## src/rtl/mc_pkg.sv

```systemverilog
// Shared encodings for the multicycle MIPS control FSM: opcodes, states, ALU/mux selects.
// Also defines the packed control word passed from the output decoder to the top.
package mc_pkg;

  localparam logic [5:0] OP_RTYPE = 6'b000000;
  localparam logic [5:0] OP_LW    = 6'b100011;
  localparam logic [5:0] OP_SW    = 6'b101011;
  localparam logic [5:0] OP_BEQ   = 6'b000100;
  localparam logic [5:0] OP_ADDI  = 6'b001000;
  localparam logic [5:0] OP_ORI   = 6'b001101;
  localparam logic [5:0] OP_J     = 6'b000010;

  localparam logic [1:0] ALUOP_ADD   = 2'b00;
  localparam logic [1:0] ALUOP_SUB   = 2'b01;
  localparam logic [1:0] ALUOP_FUNCT = 2'b10;
  localparam logic [1:0] ALUOP_OR    = 2'b11;

  localparam logic [1:0] ALUSRCB_B   = 2'b00;
  localparam logic [1:0] ALUSRCB_4   = 2'b01;
  localparam logic [1:0] ALUSRCB_IMM = 2'b10;
  localparam logic [1:0] ALUSRCB_BR  = 2'b11;

  localparam logic [1:0] PCSRC_ALU    = 2'b00;
  localparam logic [1:0] PCSRC_ALUOUT = 2'b01;
  localparam logic [1:0] PCSRC_JUMP   = 2'b10;

  typedef enum logic [3:0] {
    S_IDLE     = 4'd0,
    S_FETCH    = 4'd1,
    S_DECODE   = 4'd2,
    S_MEMADR   = 4'd3,
    S_MEMRD    = 4'd4,
    S_MEMWB    = 4'd5,
    S_MEMWR    = 4'd6,
    S_RTYPE_EX = 4'd7,
    S_RTYPE_WB = 4'd8,
    S_BEQ_EX   = 4'd9,
    S_ADDI_EX  = 4'd10,
    S_ORI_EX   = 4'd11,
    S_IMM_WB   = 4'd12,
    S_JUMP     = 4'd13,
    S_TRAP     = 4'd14
  } state_e;

  typedef struct packed {
    logic       pcwrite;
    logic       pcwritecond;
    logic       iord;
    logic       memread;
    logic       memwrite;
    logic       irwrite;
    logic       memtoreg;
    logic       regdst;
    logic       regwrite;
    logic       alusrca;
    logic [1:0] alusrcb;
    logic       zeroext;
    logic [1:0] aluop;
    logic [1:0] pcsrc;
    logic       trap;
  } ctrl_t;

  localparam int CTRL_W = $bits(ctrl_t);

endpackage

```

## src/rtl/mc_output_decode.sv

```systemverilog
// Pure state-to-control-word decoder; zero latency, no handshake.
// Unlisted and unreachable encodings decode to an all-zero (idle) word.
module mc_output_decode
  import mc_pkg::*;
(
  input  logic [3:0]        state_i,
  output logic [CTRL_W-1:0] ctrl_o
);

  ctrl_t c;

  always_comb begin
    c = '0;
    case (state_e'(state_i))
      S_FETCH: begin
        c.memread = 1'b1;
        c.irwrite = 1'b1;
        c.pcwrite = 1'b1;
        c.alusrcb = ALUSRCB_4;
        c.aluop   = ALUOP_ADD;
        c.pcsrc   = PCSRC_ALU;
      end
      S_DECODE: begin
        c.alusrcb = ALUSRCB_BR;
        c.aluop   = ALUOP_ADD;
      end
      S_MEMADR, S_ADDI_EX: begin
        c.alusrca = 1'b1;
        c.alusrcb = ALUSRCB_IMM;
        c.aluop   = ALUOP_ADD;
      end
      S_MEMRD: begin
        c.memread = 1'b1;
        c.iord    = 1'b1;
      end
      S_MEMWB: begin
        c.regwrite = 1'b1;
        c.memtoreg = 1'b1;
      end
      S_MEMWR: begin
        c.memwrite = 1'b1;
        c.iord     = 1'b1;
      end
      S_RTYPE_EX: begin
        c.alusrca = 1'b1;
        c.alusrcb = ALUSRCB_B;
        c.aluop   = ALUOP_FUNCT;
      end
      S_RTYPE_WB: begin
        c.regwrite = 1'b1;
        c.regdst   = 1'b1;
      end
      S_BEQ_EX: begin
        c.alusrca     = 1'b1;
        c.alusrcb     = ALUSRCB_B;
        c.aluop       = ALUOP_SUB;
        c.pcwritecond = 1'b1;
        c.pcsrc       = PCSRC_ALUOUT;
      end
      S_ORI_EX: begin
        c.alusrca = 1'b1;
        c.alusrcb = ALUSRCB_IMM;
        c.zeroext = 1'b1;
        c.aluop   = ALUOP_OR;
      end
      S_IMM_WB: c.regwrite = 1'b1;
      S_JUMP: begin
        c.pcwrite = 1'b1;
        c.pcsrc   = PCSRC_JUMP;
      end
      S_TRAP:  c.trap = 1'b1;
      default: c = '0;
    endcase
  end

  assign ctrl_o = c;

endmodule

```

## src/rtl/multicycle_control.sv

```systemverilog
// Multicycle MIPS control FSM with sticky illegal-opcode trap and retired-instruction counter.
// Stalls in FETCH/MEMRD/MEMWR until mem_ready; outputs follow state, only FETCH's PC/IR loads wait on mem_ready.
module multicycle_control
  import mc_pkg::*;
#(
  parameter int CNT_W = 32
) (
  input  logic             clk,
  input  logic             rst,
  input  logic [5:0]       op,
  input  logic             mem_ready,
  output logic             pcwrite,
  output logic             pcwritecond,
  output logic             iord,
  output logic             memread,
  output logic             memwrite,
  output logic             irwrite,
  output logic             memtoreg,
  output logic             regdst,
  output logic             regwrite,
  output logic             alusrca,
  output logic [1:0]       alusrcb,
  output logic             zeroext,
  output logic [1:0]       aluop,
  output logic [1:0]       pcsrc,
  output logic             trap,
  output logic [CNT_W-1:0] instr_count
);

  state_e             state_q, state_d;
  logic [CNT_W-1:0]   cnt_q, cnt_d;
  logic [CTRL_W-1:0]  ctrl_w;
  ctrl_t              ctrl;
  logic               retire;

  always_comb begin
    state_d = state_q;
    case (state_q)
      S_IDLE:   state_d = S_FETCH;
      S_FETCH:  if (mem_ready) state_d = S_DECODE;
      S_DECODE: begin
        case (op)
          OP_RTYPE:     state_d = S_RTYPE_EX;
          OP_LW, OP_SW: state_d = S_MEMADR;
          OP_BEQ:       state_d = S_BEQ_EX;
          OP_ADDI:      state_d = S_ADDI_EX;
          OP_ORI:       state_d = S_ORI_EX;
          OP_J:         state_d = S_JUMP;
          default:      state_d = S_TRAP;
        endcase
      end
      S_MEMADR:   state_d = (op == OP_LW) ? S_MEMRD : S_MEMWR;
      S_MEMRD:    if (mem_ready) state_d = S_MEMWB;
      S_MEMWR:    if (mem_ready) state_d = S_FETCH;
      S_RTYPE_EX: state_d = S_RTYPE_WB;
      S_ADDI_EX,
      S_ORI_EX:   state_d = S_IMM_WB;
      S_MEMWB, S_RTYPE_WB, S_BEQ_EX, S_IMM_WB, S_JUMP:
                  state_d = S_FETCH;
      S_TRAP:     state_d = S_TRAP;
      default:    state_d = S_IDLE;
    endcase
  end

  // Every arc into FETCH except IDLE start-up and a FETCH stall ends an instruction.
  assign retire = (state_d == S_FETCH) && (state_q != S_IDLE) && (state_q != S_FETCH);
  assign cnt_d  = retire ? cnt_q + CNT_W'(1) : cnt_q;

  always_ff @(posedge clk or negedge rst) begin
    if (!rst) begin
      state_q <= S_IDLE;
      cnt_q   <= '0;
    end else begin
      state_q <= state_d;
      cnt_q   <= cnt_d;
    end
  end

  mc_output_decode u_decode (
    .state_i (state_q),
    .ctrl_o  (ctrl_w)
  );

  assign ctrl = ctrl_w;

  // PC increment and IR load must fire once, on the cycle the fetch read completes.
  assign pcwrite     = ctrl.pcwrite & ((state_q != S_FETCH) | mem_ready);
  assign irwrite     = ctrl.irwrite & mem_ready;
  assign pcwritecond = ctrl.pcwritecond;
  assign iord        = ctrl.iord;
  assign memread     = ctrl.memread;
  assign memwrite    = ctrl.memwrite;
  assign memtoreg    = ctrl.memtoreg;
  assign regdst      = ctrl.regdst;
  assign regwrite    = ctrl.regwrite;
  assign alusrca     = ctrl.alusrca;
  assign alusrcb     = ctrl.alusrcb;
  assign zeroext     = ctrl.zeroext;
  assign aluop       = ctrl.aluop;
  assign pcsrc       = ctrl.pcsrc;
  assign trap        = ctrl.trap;
  assign instr_count = cnt_q;

endmodule

```

## config.mk

```make
export PLATFORM = sky130hd
export DESIGN_NAME = multicycle_control
export DESIGN_NICKNAME = d
export VERILOG_FILES = /design/src/rtl/mc_pkg.sv /design/src/rtl/mc_output_decode.sv /design/src/rtl/multicycle_control.sv
export SDC_FILE = /design/constraint.sdc
export NUM_CORES = 1
export LEC_CHECK = 0
export BUFFER_PORTS_ARGS = -buffer_cell sky130_fd_sc_hd__clkbuf_2
export CORE_MARGIN = 5
export CORE_UTILIZATION = 46
export DETAILED_ROUTE_END_ITERATION = 7
export PLACE_DENSITY = 0.77
export SLEW_MARGIN = 20
export SYNTH_ARGS = -nofsm -noshare
export SYNTH_HDL_FRONTEND = slang
export SYNTH_SLANG_ARGS = --single-unit
```

## constraint.sdc

```tcl
create_clock -name clk -period 6.25 [get_ports clk]
set_input_delay 0.625 -clock clk [delete_from_list [all_inputs] [get_ports clk]]
set_output_delay 0.625 -clock clk [all_outputs]
set_load 0.01 [all_outputs]
```

==> results of run 1 <==
-- synth_stat cells, drive strengths merged, types with 2 or more instances --
library cell / n
and2: 2
xnor2: 5
nand4: 8
nor2: 32
nor4: 10
or4: 2
nand2: 18
nor2b: 2
nor4b: 2
o22ai: 2
xor2: 30
inv: 6
or2: 4
nand2b: 4
o211ai: 2
nor3: 12
o21ai: 3
nand3: 9
clkbuf: 7
a21oi: 6
dfrtp: 36
and3: 6
buf: 3
-- flip-flops by register name, indices dropped and copies added, names as in the netlist --
name         cells
state_q          4
instr_count     32
-- metrics by stage --
stage          utilization [%]  std cells  hold WS [ns]
2_1_floorplan                -        226        0.3294
3_3_place_gp             54.45        326        0.4574
3_5_place_dp             54.45        326        0.4672
4_1_cts                  56.52        334        0.4688
5_1_grt                  56.61        334        0.5077
6_report                 56.61        334        0.4410
-- layout make-up --
cell class                      instances  area [µm²]  area share, %
Multi-Input combinational cell        174        1096          44.47
Tap cell                               52       65.06          2.640
Clock buffer                            8       90.09          3.655
Sequential cell                        36       900.9          36.55
Timing Repair Buffer                   58       290.3          11.78
Inverter                                6       22.52         0.9137
-- layer usage --
layer / up-vias / track usage [%] / routed length (µm) / share of wire [%]
met2: 51 / 26.74 / 2196 / 47
met3: 6 / 5.855 / 278 / 6.0
met4: 0 / 4.983 / 51 / 1.1
met1: 872 / 22.36 / 2136 / 46
met5: - / 0 / 0 / 0
li1: 895 / - / - / -
-- how the worst min path moves through the flow --
stage	from	end	slack, ns	cells after the start
CTS	rst	instr_count[23]	0.47	1
floorplan	rst	instr_count[0]	0.33	0
finish	rst	instr_count[23]	0.44	1
global route	instr_count[31]	instr_count[31]	0.51	1
detailed placement	instr_count[31]	instr_count[31]	0.47	1
global placement	instr_count[31]	instr_count[31]	0.46	1
-- power by group --
part / switching, mW / internal [mW]
Combinational: 0.236 / 0.134
Sequential: 0.0679 / 0.262
Clock: 0.0777 / 0.0898
-- logic make-up (layout without fill, tap and decap cells) --
kind of cell               after synthesis  in the layout  synth area share, %
DFF                                     36             36                43.61
xor gates and xnor gates                35             35                14.84
muxes                                    1              1               0.5451
AOI/OAI and AO/OA                       21             21                7.814
adders and majority gates                1              1               0.6056
and+or+nand+nor                        116            116                29.07
buffers and inverters                   16             72                3.513
-- placed cells by master, fill, tap and decap left out, types with 4 or more instances in the layout --
cell	instances
clkbuf_8	6
nor4_1	10
or2_2	4
nand2b_1	4
inv_1	6
xor2_1	30
dfrtp_1	36
and3_1	6
clkbuf_2	58
nor2_1	32
nand3_1	9
xnor2_1	5
a21oi_1	6
nor3_1	12
nand4_1	8
nand2_1	18
==> results.md, run 1 <==
- Status: complete, no violations
- Antenna viol nets, final: 0
- Tot Pwr: around 0.87 mW
- Final instance area: between 0.002 and 0.0025 mm²
- DRC: 0
- Post-synth cell types: 43
- Max-Cap Viols: 0
- First-pass GRT wire length: roughly 8400 µm
- Worst reg-to-reg setup slack: 3.51 ns
- CORE AREA: ~0.0044 mm²
- Yosys reg bits: 36
- Power Density: roughly 350 mW/mm²
- End of the critical path: pcwrite
- Worst R2R End: instr_count[1]
- Clock-pin slew of the registers on the worst-case setup and hold paths: roughly 0.070 ns
- Post-DP HPWL: ~3400 µm
- Final WL: approximately 4700 µm
- Buffer levels on the longest clock path: 2
- Post-synthesis sequential area ratio: between 40% and 50%
- Die Height: around 77 µm
- Cells resized by post-CTS repair: 0
- Fmax: between 300 and 400 MHz
- Worst Hold Class: primary input to async pin
- Layout area overhead: 19.32%
- Number of global-route vias before repair: around 1700
- Initial antenna violation count: 0
- Synth Area per Inst: 9.140 µm²
- Synth warn: 0
- Layout cells sized above 1: around a quarter
- Initial Utilization: 47.44%
- Crit-path max cell delay: between 0.7 and 0.8 ns
- Port Buf Inserts: 58
- Crit path required time: between 5 and 6 ns
- Main synth FF type: dfrtp_1
- GPL Wtd Cong: 0.8210
- Pins Over Slew Limit: 0
- Post-place setup slack: around 3.2 ns
- Clk_lat worst skew: ~0.29 ns
- Worst-path fanout max: 18
- Detailed Route Iter0 Violations: 70
- Worst VDD drop: around 0.21 mV
- Worst Setup Start Kind: register
- Die width: between 70 and 80 µm
- Vias: ~1800
- Top delay family on crit path: simple AND/OR/NAND/NOR gates
- Fin. Hold Viols: 0
- Post-synth EDFFs: 0
- Worst setup EP type: output pin
- Die area: approximately 0.0059 mm²
- Largest net degree at the start of global routing: 37
- Setup bufs post-CTS: 0
- Critical R2R Launch: state_q[0]
- TritonCTS clock tree: done
- Syn nets: 236
- Yosys top cell area share: a little over two fifths
- Static Leakage: approximately 1.3 nW
- Vias per cell: 5.461
- Ys async rst share: 100.0%
- Post-route setup TNS: 0 ns
- H-tree depth: 2
- Hold_buf cts: 0
- Worst Max-Slew Pin Slew: between 0.9 and 1 ns
- Placed instance area: 0.002371 mm²
- Biggest area consumer among synthesized cells: dfrtp_1
- Global route total overflow: 0
- Clock Skews: 0.002726 ns
- Worst Setup SP: state_q[0]
- Most area-consuming cells after synthesis: dfrtp_1, xor2_1, nor2_1, nand2_1, nor4_1
- Filler cells: ~400
- WP buf/inv: 1
- Slowest cell on crit path: dfrtp_1
- Post-Syn Area: around 0.0021 mm²
- RSZ-0062 raised after global routing: no
- Worst R2R Path Depth: 6
- Arr. time, crit path: 2.15 ns
- Ant diodes: 0
- Final setup viols: 0
- Critical-path cell list: nor4b_1 > and2_1 > or2_2 > clkbuf_2
- Period utilization: 44.41%
- Worst slew margin: about a third
- Root Buffer: clkbuf_8
- Global-route usage over all layers: ~17%
- CTS sink cnt: 36
- CP Depth: 4
- Mapped Cells: about 230
- Period minus WS final: ~2.8 ns
- Pre-Repair DR Iteration Count: 4
- Wire length per cell: about 14 µm
- CTS buffer count: 5
- I/O Pins: roughly 60
- Row count: 24
- Final worst slack: approximately 3.5 ns
- Kind of critical path: register to output pin
- Fin nets: a little under 300
(Power assumes the default switching activity.)
==> run 2, diff against run 1 <==
==> constraint.sdc (replaced) <==
create_clock -name clk -period 2.88 [get_ports clk]
set_input_delay 0.288 -clock clk [delete_from_list [all_inputs] [get_ports clk]]
set_output_delay 0.288 -clock clk [all_outputs]
set_load 0.01 [all_outputs]
==> results.md, run 2 (same netlist as run 1, synthesis figures left out) <==
- RSZ-0062 raised after global routing: no (unchanged)
- Worst Setup Start Kind: register (unchanged)
- Die width: 77.01 µm (unchanged)
- Layout cells sized above 1: 27.97% (was 26.60%)
- Initial Utilization: 47.44% (unchanged)
- Max-Cap Viols: 0 (unchanged)
- Commonest cells after routing, fill and taps aside: clkbuf_2, dfrtp_1, nor2_1 (unchanged)
- Final WL: 4812 µm (was 4663 µm)
- Die Height: 77.01 µm (unchanged)
- Global route total overflow: 0 (unchanged)
- Global-route usage over all layers: 16.92% (was 17.08%)
- Worst slew margin: 41.28% (was 34.62%)
- CTS buffer count: 5 (unchanged)
- Worst R2R End: instr_count[27] (was instr_count[1])
- Arr. time, crit path: 2.82 ns (was 2.15 ns)
- CTS sink cnt: 36 (unchanged)
- H-tree depth: 2 (unchanged)
- Fin nets: 295 (was 291)
- Final setup viols: 0 (unchanged)
- Post-route setup TNS: 0 ns (unchanged)
- Root Buffer: clkbuf_8 (unchanged)
- Die area: 0.005931 mm² (unchanged)
- Multi-input gate area: 0.001099 mm² (was 0.001096 mm²)
- Period utilization: approximately nine tenths
- Crit-path max cell delay: 0.65 ns (was 0.72 ns)
- Worst-path fanout max: 7 (was 18)
- Worst Max-Slew Pin Slew: 0.8808 ns (was 0.9778 ns)
- Static Leakage: 1.324 nW (was 1.297 nW)
- Antenna viol nets, final: 0 (unchanged)
- CORE AREA: 0.004354 mm² (unchanged)
- I/O Pins: 59 (unchanged)
- Detailed Route Iter0 Violations: 138 (was 70)
- Post-DP HPWL: 3575 µm (was 3438 µm)
- Critical R2R Launch: instr_count[2] (was state_q[0])
- Pre-Repair DR Iteration Count: 4 (unchanged)
- Worst Hold Class: primary input to async pin (unchanged)
- Number of global-route vias before repair: 1801 (was 1747)
- Setup bufs post-CTS: 0 (unchanged)
- Row count: 24 (unchanged)
- Initial antenna violation count: 0 (unchanged)
- Clk_lat worst skew: 0.29 ns (about the same)
- Worst R2R Path Depth: 6 (unchanged)
- Critical-path cell list: nand4_1 > or4_1 > nor4_1 > o2111ai_2 > nor3_1 > xor2_1 (was nor4b_1 > and2_1 > or2_2 > clkbuf_2)
- Largest net degree at the start of global routing: 37 (unchanged)
- TritonCTS clock tree: done (unchanged)
- Clock Skews: 0.008295 ns (was 0.002726 ns)
- Worst reg-to-reg setup slack: 0.28 ns (was 3.51 ns)
- Vias: 1851 (was 1824)
- Port Buf Inserts: 58 (unchanged)
- Non-Filler Instances: 338 (was 334)
- Clock-pin slew of the registers on the worst-case setup and hold paths: 0.07 ns (about the same)
- Power Density: 800.6 mW/mm² (was 352.0 mW/mm²)
- DP Cell Count: 330 (was 326)
- Largest register FFs: 32 (unchanged)
- Kind of critical path: register to register (was register to output pin)
- DRC: 0 (unchanged)
- Fmax: between 300 and 400 MHz
- FF/Latch Area: 900.9 µm² (unchanged)
- First-pass GRT wire length: 8445 µm (was 8424 µm)
- Crit path required time: 3.10 ns (was 5.62 ns)
- Ant diodes: 0 (unchanged)
- Pins Over Slew Limit: 0 (unchanged)
- Worst setup EP type: register (was output pin)
- Wire length per cell: 14.24 µm (was 13.96 µm)
- Fin. Hold Viols: 0 (unchanged)
- GPL Wtd Cong: 0.7747 (was 0.8210)
- Worst VDD drop: 0.4709 mV (was 0.2119 mV)
- Layout area overhead: 21.74% (was 19.32%)
- Worst Setup SP: instr_count[2] (was state_q[0])
- Slowest cell on crit path: or4_1 (was dfrtp_1)
- End of the critical path: instr_count[27] (was pcwrite)
- Buffer levels on the longest clock path: 2 (unchanged)
- Most common cell after layout, fill and taps aside: clkbuf_2 (unchanged)
- Period minus WS final: approximately 2.6 ns
- Filler cells: 393 (was 398)
- Vias per cell: 5.476 (was 5.461)
- Status: complete, no violations (unchanged)
==> run 2: cell types whose count changed in the layout (fill, tap and decap cells not counted), sizes merged <==
| cell | previous run | this run |
|---|---|---|
| clkinv | 0 | 1 |
| clkbuf | 66 | 64 |
| buf | 0 | 4 |
| bufinv | 0 | 1 |
==> run 2: repair_timing <==
item,CTS,global route
hold buffers,0,0
setup endpoints to repair,0,1
resized for setup,0,1
==> run 2: critical path: cells and delay by family, from the launching register on <==
family,cells,cell delay [ns]
and+or+nand+nor,4,1.57
DFF,1,0.46
AOI/OAI and AO/OA,1,0.34
xor gates and xnor gates,1,0.16
==> run 2: metrics by stage <==
step	area, µm²	util (%)	hold slack, ns	power [mW]	worst slack (ns)
2_1_floorplan	2066	-	-0.007591	1.298	0.6546
4_1_cts	2509	57.61	0.1480	2.014	0.2311
5_1_grt	2515	57.76	0.1919	2.155	0.01508
3_5_place_dp	2401	55.14	0.4600	1.569	0.2515
3_3_place_gp	2401	55.14	0.4437	1.555	0.2716
6_report	2515	57.76	0.1016	2.014	0.2819
==> run 2: area by class of cell <==
type / count / share of cell area, %
Clock inverter: 2 / 1.393
Inverter: 6 / 0.8955
Clock buffer: 6 / 2.886
Tap cell: 52 / 2.587
Timing Repair Buffer: 62 / 12.74
Sequential cell: 36 / 35.82
Multi-Input combinational cell: 174 / 43.68
==> run 2: how the worst min path moves through the flow <==
stage               from               to  cells past startpoint
detailed placement   rst  instr_count[25]                      1
global placement     rst  instr_count[25]                      1
finish               rst  instr_count[24]                      1
global route         rst  instr_count[25]                      1
floorplan            rst   instr_count[0]                      0
CTS                  rst  instr_count[25]                      1
==> run 2: metal layers <==
metal	global-route usage, %	routed length, µm
met1	22.90	2179
met2	26.99	2291
met3	3.864	262
met4	5.155	80
met5	0	0
==> run 2: report_power, final <==
group          switching [mW]  internal [mW]  total, mW
sequential              0.134          0.569      0.703
combinational           0.538          0.332      0.870
clock                   0.184          0.257      0.440
